[config.mk]
export PLATFORM = sky130hd
export DESIGN_NAME = csr_pwm_leds
export DESIGN_NICKNAME = d
export VERILOG_FILES = /design/src/rtl/csr_pwm_leds.sv
export SDC_FILE = /design/constraint.sdc
export NUM_CORES = 1
export LEC_CHECK = 0
export BUFFER_PORTS_ARGS = -buffer_cell sky130_fd_sc_hd__clkbuf_2
export CORE_ASPECT_RATIO = 1.2
export CORE_MARGIN = 2
export CORE_UTILIZATION = 55
export CTS_CLUSTER_SIZE = 14
export DETAILED_ROUTE_END_ITERATION = 6
export PLACE_DENSITY = 0.81
export REMOVE_ABC_BUFFERS = 1
export SETUP_SLACK_MARGIN = 0.1
export SLEW_MARGIN = 10
export SYNTH_ARGS = -nofsm -noshare
export SYNTH_HDL_FRONTEND = slang
export SYNTH_SLANG_ARGS = --single-unit
[constraint.sdc]
create_clock -name clk -period 2.62 [get_ports clk]
set_clock_uncertainty 0.15 [all_clocks]
set_input_delay 0.262 -clock clk [delete_from_list [all_inputs] [get_ports clk]]
set_output_delay 0.262 -clock clk [all_outputs]
set_load 0.02 [all_outputs]
[src/rtl/csr_pwm_leds.sv]
// LED block on the CSR bus: on-mask, per-LED blink mask and a global PWM
// brightness with a programmable blink half-period.
module csr_pwm_leds #(
    parameter logic [11:0]      BASE_ADDR = 12'h7c1,
    parameter int               WIDTH     = 8,
    parameter int               PWM_BITS  = 8,
    parameter int               PRESCALE  = 16,
    parameter logic [WIDTH-1:0] RESET_ON  = WIDTH'('h81)
) (
    input  logic             clk,
    input  logic             rstn,
    input  logic             read,
    input  logic [1:0]       modify,
    input  logic [31:0]      wdata,
    input  logic [11:0]      addr,
    output logic [31:0]      rdata,
    output logic             valid,
    output logic [WIDTH-1:0] leds
);

    localparam int PS_W = (PRESCALE > 1) ? $clog2(PRESCALE) : 1;
    localparam logic [PS_W-1:0]     PS_MAX  = PS_W'(PRESCALE - 1);
    localparam logic [PWM_BITS-1:0] PWM_MAX = '1;
    localparam logic [11:0] A_ON    = BASE_ADDR;
    localparam logic [11:0] A_BLINK = BASE_ADDR + 12'd1;
    localparam logic [11:0] A_CTRL  = BASE_ADDR + 12'd2;

    logic [WIDTH-1:0]    on_q, blink_q;
    logic [PWM_BITS-1:0] duty_q;
    logic [15:0]         half_q;
    logic [PS_W-1:0]     prescaler;
    logic [PWM_BITS-1:0] pwm_cnt;
    logic [15:0]         blink_cnt;
    logic                phase;

    logic                unused_read;
    assign unused_read = read;

    function automatic logic [31:0] apply_op(
        input logic [1:0]  op,
        input logic [31:0] cur,
        input logic [31:0] wd
    );
        logic [31:0] r;
        r = cur;
        case (op)
            2'b01:   r = wd;
            2'b10:   r = cur | wd;
            2'b11:   r = cur & ~wd;
            default: r = cur;
        endcase
        return r;
    endfunction

    logic [31:0]         on_ext, blink_ext, ctrl_ext;
    logic [31:0]         on_new, blink_new, ctrl_new;
    logic [31:0]         rd_nxt;
    logic                hit;
    logic                ctrl_wr;
    logic [WIDTH-1:0]    on_nxt, blink_nxt;
    logic [PWM_BITS-1:0] duty_nxt;
    logic [15:0]         half_nxt;

    assign on_ext    = 32'(on_q);
    assign blink_ext = 32'(blink_q);
    assign ctrl_ext  = {half_q, 16'(duty_q)};
    assign on_new    = apply_op(modify, on_ext, wdata);
    assign blink_new = apply_op(modify, blink_ext, wdata);
    assign ctrl_new  = apply_op(modify, ctrl_ext, wdata);

    always_comb begin
        rd_nxt    = '0;
        hit       = 1'b0;
        ctrl_wr   = 1'b0;
        on_nxt    = on_q;
        blink_nxt = blink_q;
        duty_nxt  = duty_q;
        half_nxt  = half_q;
        unique case (1'b1)
            (addr == A_ON): begin
                hit    = 1'b1;
                rd_nxt = on_ext;
                on_nxt = on_new[WIDTH-1:0];
            end
            (addr == A_BLINK): begin
                hit       = 1'b1;
                rd_nxt    = blink_ext;
                blink_nxt = blink_new[WIDTH-1:0];
            end
            (addr == A_CTRL): begin
                hit      = 1'b1;
                rd_nxt   = ctrl_ext;
                ctrl_wr  = (modify != 2'b00);
                duty_nxt = ctrl_new[PWM_BITS-1:0];
                half_nxt = ctrl_new[31:16];
            end
            default: ;
        endcase
    end

    logic tick, period_end, pwm_on;
    assign tick       = (prescaler == PS_MAX);
    assign period_end = tick && (pwm_cnt == PWM_MAX);
    assign pwm_on     = (duty_q == PWM_MAX) || (pwm_cnt < duty_q);

    always_ff @(posedge clk or negedge rstn) begin
        if (!rstn) begin
            on_q    <= RESET_ON;
            blink_q <= '0;
            duty_q  <= '1;
            half_q  <= '0;
            rdata   <= '0;
            valid   <= 1'b0;
        end else begin
            on_q    <= on_nxt;
            blink_q <= blink_nxt;
            duty_q  <= duty_nxt;
            half_q  <= half_nxt;
            rdata   <= rd_nxt;
            valid   <= hit;
        end
    end

    // A CTRL write restarts the timebase so a new setting starts in phase.
    always_ff @(posedge clk or negedge rstn) begin
        if (!rstn) begin
            prescaler <= '0;
            pwm_cnt   <= '0;
            blink_cnt <= '0;
            phase     <= 1'b1;
        end else if (ctrl_wr) begin
            prescaler <= '0;
            pwm_cnt   <= '0;
            blink_cnt <= '0;
            phase     <= 1'b1;
        end else begin
            prescaler <= tick ? '0 : prescaler + PS_W'(1);
            if (tick)
                pwm_cnt <= pwm_cnt + PWM_BITS'(1);
            if (period_end) begin
                if (blink_cnt >= half_q) begin
                    blink_cnt <= '0;
                    phase     <= ~phase;
                end else begin
                    blink_cnt <= blink_cnt + 16'd1;
                end
            end
        end
    end

    always_ff @(posedge clk or negedge rstn) begin
        if (!rstn)
            leds <= '0;
        else
            leds <= on_q & {WIDTH{pwm_on}} & (~blink_q | {WIDTH{phase}});
    end

endmodule
==> qor.txt, run 1 <==
wire length per cell: 18.4 um
Seq/Total Area, Yosys: 45.8%
Area Overhead vs Synth: 15.7%
Multi-input gate area: 2750 um2
RSZ-0062 raised after global routing: false
largest net degree at the start of global routing: 42
worst-margin pin slew: 775 ps
top post-synthesis cells by area: dfrtp_1 41%, a221o_1 6.4%, ha_1 5.8%
Core Rows: 40
maxcap violations: 0
initial antenna violation count: 0
Power Density: 619 nW/um2
cells after synthesis: 587
FF/Latch Area: 2570 um2
Worst Setup Start Kind: register
global-route usage over all layers: 27.6%
Post-DP HPWL: 10,400 um
Net Sw Frac: 28.9%
CTS tree: done
Post-Place Setup Slack: 147 ps
CP Max Fanout: 11
Avg Vias per Cell: 6.28
switching power of the nets: 1160 uW
setup ws final: 279 ps
Worst Hold Class: primary input to register
Worst Path Arrival: 2450 ps
port bufs: 72
Antenna Cells: 0
DR DRC count: 0
Int Pwr: 2850 uW
EDFF count, synth: 0
Placer Congestion: 0.906
relative slew slack: 48.4%
Hold Fails Final Rpt: 0
share of layout cells above drive strength 1: 19.5%
cell taking the most area after synthesis: dfrtp_1
Initial Util: 56.2%
DR pass1 iterations: 5
worst IR drop on VDD: 311 uV
Nets: 735
Clk Latency, worst-skew pair: 350 ps
f_max: 0.427 GHz
full die area: 11,000 um2
Final setup viols: 0
die span in y: 115 um
outcome: finished clean
yosys warns: 0
CTS Root Cell: clkbuf_16
Antenna Violating Nets Remaining: 0
I/O pins: 90
distinct cell type count after synthesis: 48
P_leak: 0.00312 uW
worst path bufs/invs: 2
Synth Area per Inst: 9.54 um2
Detailed Route WL: 14,600 um
worst-case hold slack: 32.0 ps
CP max stage delay: 430 ps
Crit. End Element: register
CP required: 2730 ps
kind of critical path: register to register
grt ovf: 0
Comb pwr share: 16.0%
final slew viol count: 0
ys flop type: dfrtp_1
crit path cell chain: inv_1, ha_1, a21oi_1, o21a_1, a2bb2oi_1, a31oi_1, buf_4, nor3_1
leading cell type in the layout, fill and taps excluded: dfrtp_1
Post-Syn Area: 5600 um2
Reg power frac: 47.2%
TritonCTS Buffers: 9
Setup Buffers After CTS: 0
clk sinks: 102
ys async rst share: 100%
post-synth top area share: 40.7%
clock buffer depth: 2
# fillers: 800
H-tree depth: 3
number of global-route vias before repair: 4,924
post-route minimum period: 2340 ps
most frequent cells in the layout: 91 x dfrtp_1, 80 x nand2_1, 71 x clkbuf_2
placeable core area: 9960 um2
Crit path max-delay family: compound AO/OA/AOI/OAI gates
global-route wire length before repair: 23,500 um
Crit-path slowest cell: a2bb2oi_1
Die W: 96.1 um
Seq cells post-synth: 102
vias post-DR: 4,967
Initial DRC Count: 324
clk slew on worst S/H paths: 70 ps
crit share post-route: 89.3%
Clock power frac: 36.8%
-- layout make-up --
type	count	area share, %
Clock buffer	9	3.48
Clock inverter	7	1.64
Inverter	35	2.03
Multi-Input combinational cell	418	42.4
Sequential cell	102	39.6
Tap cell	126	2.43
Timing Repair Buffer	94	8.38
-- flip-flops by register name (all words and copies together) (netlist names), 4 cells and up --
register   flops
blink_cnt     16
blink_q        8
duty_q         8
half_q        16
leds           8
on_q           8
prescaler      4
pwm_cnt        8
rdata         24
-- metal layers --
metal	part of all wire (%)	routed length, um	up-vias	track usage, %
met4	3.8	550	0	14.0
met1	38	5550	2438	32.0
met5	0	0	-	0
li1	-	-	2271	-
met3	5.8	846	37	4.48
met2	52	7620	221	48.4
-- logic make-up (layout without fill, tap and decap cells) --
group	count (synthesis)	after routing	synth area share, %
other	1	8	0.0670
adders and majority gates	26	26	5.81
DFF	102	102	45.8
buffers and inverters	74	145	5.81
xor gates and xnor gates	20	20	3.13
muxes	10	10	1.79
and+or+nand+nor	209	209	18.1
AOI/OAI and AO/OA	145	145	19.4
-- path summary, 6_finish.rpt --
kind	from	end	slack (ps)	cells past startpoint
setup reg to reg	half_q[11]$_DFFE_PN0P_	blink_cnt[4]$_DFFE_PN0P_	280	8
setup / recovery	half_q[11]$_DFFE_PN0P_	blink_cnt[4]$_DFFE_PN0P_	280	8
hold / removal	wdata[23]	half_q[7]$_DFFE_PN0P_	30	2
min in group asynchronous	rstn	rdata[28]$_DFF_PN0_	290	2
hold reg to reg	prescaler[0]$_DFF_PN0_	prescaler[0]$_DFF_PN0_	340	1
max in group asynchronous	rstn	phase$_DFFE_PN1P_	1280	3
-- power by group through the flow --
stage / combinational, uW / sequential (uW) / clock, uW
after floorplan: 363 / 1910 / 0
after global placement: 601 / 1900 / 0
after detailed placement: 640 / 1920 / 0
after CTS: 646 / 1890 / 1490
after global routing: 724 / 1910 / 1560
final: 643 / 1890 / 1480
-- cell usage after synthesis, types with 3 or more instances --
cell type and count:
a21o_1 5, nand4_1 12, dfrtp_1 91, nand2b_1 12
nor3_1 29, nor2_1 22, o21ai_0 32, a21oi_1 17
a221o_1 36, inv_1 33, dfstp_2 11, or3_1 12
o211ai_1 4, xor2_1 5, buf_1 4, ha_1 26
xnor2_1 15, a211oi_1 16, nand2_1 80, nand3_1 20
nor4_1 4, o22ai_1 20, and3_1 7, and2_1 3
clkbuf_1 23, a22o_1 3, mux2i_1 10, buf_4 8
-- stage by stage --
step | cell area [um2] | instances | utilization [%] | power (uW) | TNS (ps)
3_5_place_dp | 6130 | 774 | 61.6 | 2560 | 0
2_1_floorplan | 5430 | 555 | - | 2280 | -10530
5_1_grt | 6480 | 791 | 65.1 | 4190 | 0
6_report | 6480 | 791 | 65.1 | 4010 | 0
3_3_place_gp | 6130 | 774 | 61.6 | 2510 | 0
4_1_cts | 6470 | 791 | 65.0 | 4030 | 0
-- timing repair --
action	4_1_cts	5_1_grt
endpoints found under the hold margin	31	0
hold buffers	1	0
setup endpoints to repair	0	1
resized for setup	0	1
No activity file was read; power rests on OpenSTA's default activity.
==> inputs of run 2 (changes only) <==
--- a/config.mk
+++ b/config.mk
@@ -16,3 +16,2 @@
 export SETUP_SLACK_MARGIN = 0.1
-export SLEW_MARGIN = 10
 export SYNTH_ARGS = -nofsm -noshare
==> constraint.sdc (replaced) <==
create_clock -name clk -period 2.62 [get_ports clk]
set_clock_uncertainty 0.15 [all_clocks]
set_input_delay 0.131 -clock clk [delete_from_list [all_inputs] [get_ports clk]]
set_output_delay 0.131 -clock clk [all_outputs]
set_load 0.02 [all_outputs]
==> run 2 against run 1 <==
Via count grew 3.7%. Die area stayed put. Power down 4.5%. Highest routed layer unchanged. Non-clock buffer count rose by 24. Largest power group unchanged. Setup slack worse by 7.1 ps. Clock power shrank 15%. Register-to-register slack is essentially flat. Global-route usage up 0.94 points. Critical endpoint is now half_q[1]$_DFFE_PN0P_.
==> qor.txt, run 2 (synthesis gave the netlist of run 1 again) <==
gr busiest metal: met2
wire length per cell: 18.3 um
vias post-DR: 5,149
grt ovf: 0
Power Density: 575 nW/um2
clock buffer depth: 2
max reg flops: 24
Placer Congestion: 0.938
crit path cell chain: dlygate4sd3_1, clkbuf_2, nand4_1, buf_4, or3_1, o22ai_1, a221o_1
P_leak: 0.00319 uW
post-route cell area: 6660 um2
outcome: finished clean
Hold Fails Final Rpt: 0
Clk Latency, worst-skew pair: 350 ps
TNS Setup: 0 ps
port bufs: 72
CP max stage delay: 640 ps
Final setup viols: 0
worst-margin pin slew: 757 ps
Die W: 96.1 um
worst IR drop on VDD: 366 uV
Initial Util: 56.2%
CTS tree: done
area post-placement: 6110 um2
largest net degree at the start of global routing: 64
share of layout cells above drive strength 1: 18.6%
maxcap violations: 0
Worst Path Arrival: 2430 ps
Detailed Route WL: 14,900 um
die span in y: 115 um
met3 usage in global routing: 4.15%
final cell count without fillers: 815
I/O pins: 90
CTS Root Cell: clkbuf_16
dpl cells: 771
Antenna Cells: 0
placeable core area: 9960 um2
full die area: 11,000 um2
relative slew slack: 49.4%
H-tree depth: 3
global-route wire length before repair: 24,300 um
Core Rows: 40
Worst Setup Start Kind: primary input
Post-DP HPWL: 10,100 um
final slew viol count: 0
TritonCTS Buffers: 9
f_max: 0.426 GHz
Largest Register: rdata
initial antenna violation count: 0
Crit. End Element: register
Area Overhead vs Synth: 19.0%
worst-case hold slack: 112 ps
top flop regs: rdata x24, blink_cnt x16, half_q x16
Crit-path slowest cell: or3_1
number of global-route vias before repair: 5,123
Avg Vias per Cell: 6.32
Post-Place Setup Slack: 206 ps
Antenna Violating Nets Remaining: 0
met1 usage: 34.6%
clk sinks: 102
most frequent cells in the layout: 91 x dfrtp_1, 80 x nand2_1, 71 x clkbuf_2
setup ws final: 272 ps
Crit path max-delay family: buffers and inverters
Worst Hold Class: primary input to register
RSZ-0062 raised after global routing: false
DR pass1 iterations: 7
clk slew on worst S/H paths: 70 ps
post-route minimum period: 2350 ps
Initial DRC Count: 430
met2 usage: 48.0%
global-route usage over all layers: 28.6%
DR DRC count: 0
crit share post-route: 89.6%
worst path bufs/invs: 3
CP required: 2700 ps
kind of critical path: primary input to register
Nets: 759
leading cell type in the layout, fill and taps excluded: dfrtp_1
CP Max Fanout: 30
run 2: cell types whose count changed in the layout (fill, tap and decap cells not counted), sizes merged:
| cell | before | now |
|---|---|---|
| dlygate4sd3 | 1 | 26 |
| clkinv | 5 | 6 |
| buf | 22 | 21 |
| bufinv | 2 | 0 |
| clkinvlp | 0 | 1 |
run 2: worst register-to-register path, stage by stage (launching register included):
cell	delay [ps]
dfrtp_1	380
inv_1	80
ha_1	310
nand4_1	140
nor3_1	300
nand4b_1	200
a31oi_1	280
buf_4	230
mux2i_1	220
run 2: stage by stage:
step                      util (%)  total power (uW)
after floorplan                  -              2280
after global placement        61.3              2500
after detailed placement      61.3              2560
after CTS                     66.7              3840
after global routing          66.9              4010
final                         66.9              3830
run 2: area by class of cell:
| cell class | instances | area (um2) |
|---|---|---|
| clock inverters | 7 | 48.8 |
| fillers | 769 | 3300 |
| well taps | 126 | 158 |
| clock buffers | 9 | 225 |
| flip-flops and latches | 102 | 2570 |
| inverters | 35 | 131 |
| multi-input cells | 418 | 2740 |
| repair buffers | 118 | 786 |
run 2: routing by layer:
metal / vias to the layer above / share of wire [%]
met2: 288 / 51
li1: 2327 / -
met3: 71 / 6.6
met1: 2463 / 38
met5: - / 0
met4: 0 / 4.8
run 2: timing repair:
| action | 4_1_cts | 5_1_grt |
|---|---|---|
| hold endpoints to repair | 77 | 0 |
| endpoints found under the setup margin | 0 | 5 |
| setup buffers | 0 | 2 |
| resized for setup | 0 | 0 |
| hold buffers | 26 | 0 |
run 2: power breakdown:
part	internal [uW]	switching [uW]
logic	295	380
registers	1730	161
clock network	648	614
run 2: worst paths after layout:
| kind | from | to | slack, ps | depth (start not counted) |
|---|---|---|---|---|
| setup / recovery | addr[1] | half_q[1]$_DFFE_PN0P_ | 270 | 7 |
| hold / removal | addr[4] | valid$_DFF_PN0_ | 110 | 4 |
| setup reg to reg | half_q[15]$_DFFE_PN0P_ | phase$_DFFE_PN1P_ | 280 | 8 |
| hold reg to reg | prescaler[0]$_DFF_PN0_ | prescaler[0]$_DFF_PN0_ | 310 | 1 |
| max in group asynchronous | rstn | duty_q[1]$_DFFE_PN1P_ | 1390 | 3 |
| min in group asynchronous | rstn | leds[3]$_DFF_PN0_ | 150 | 2 |
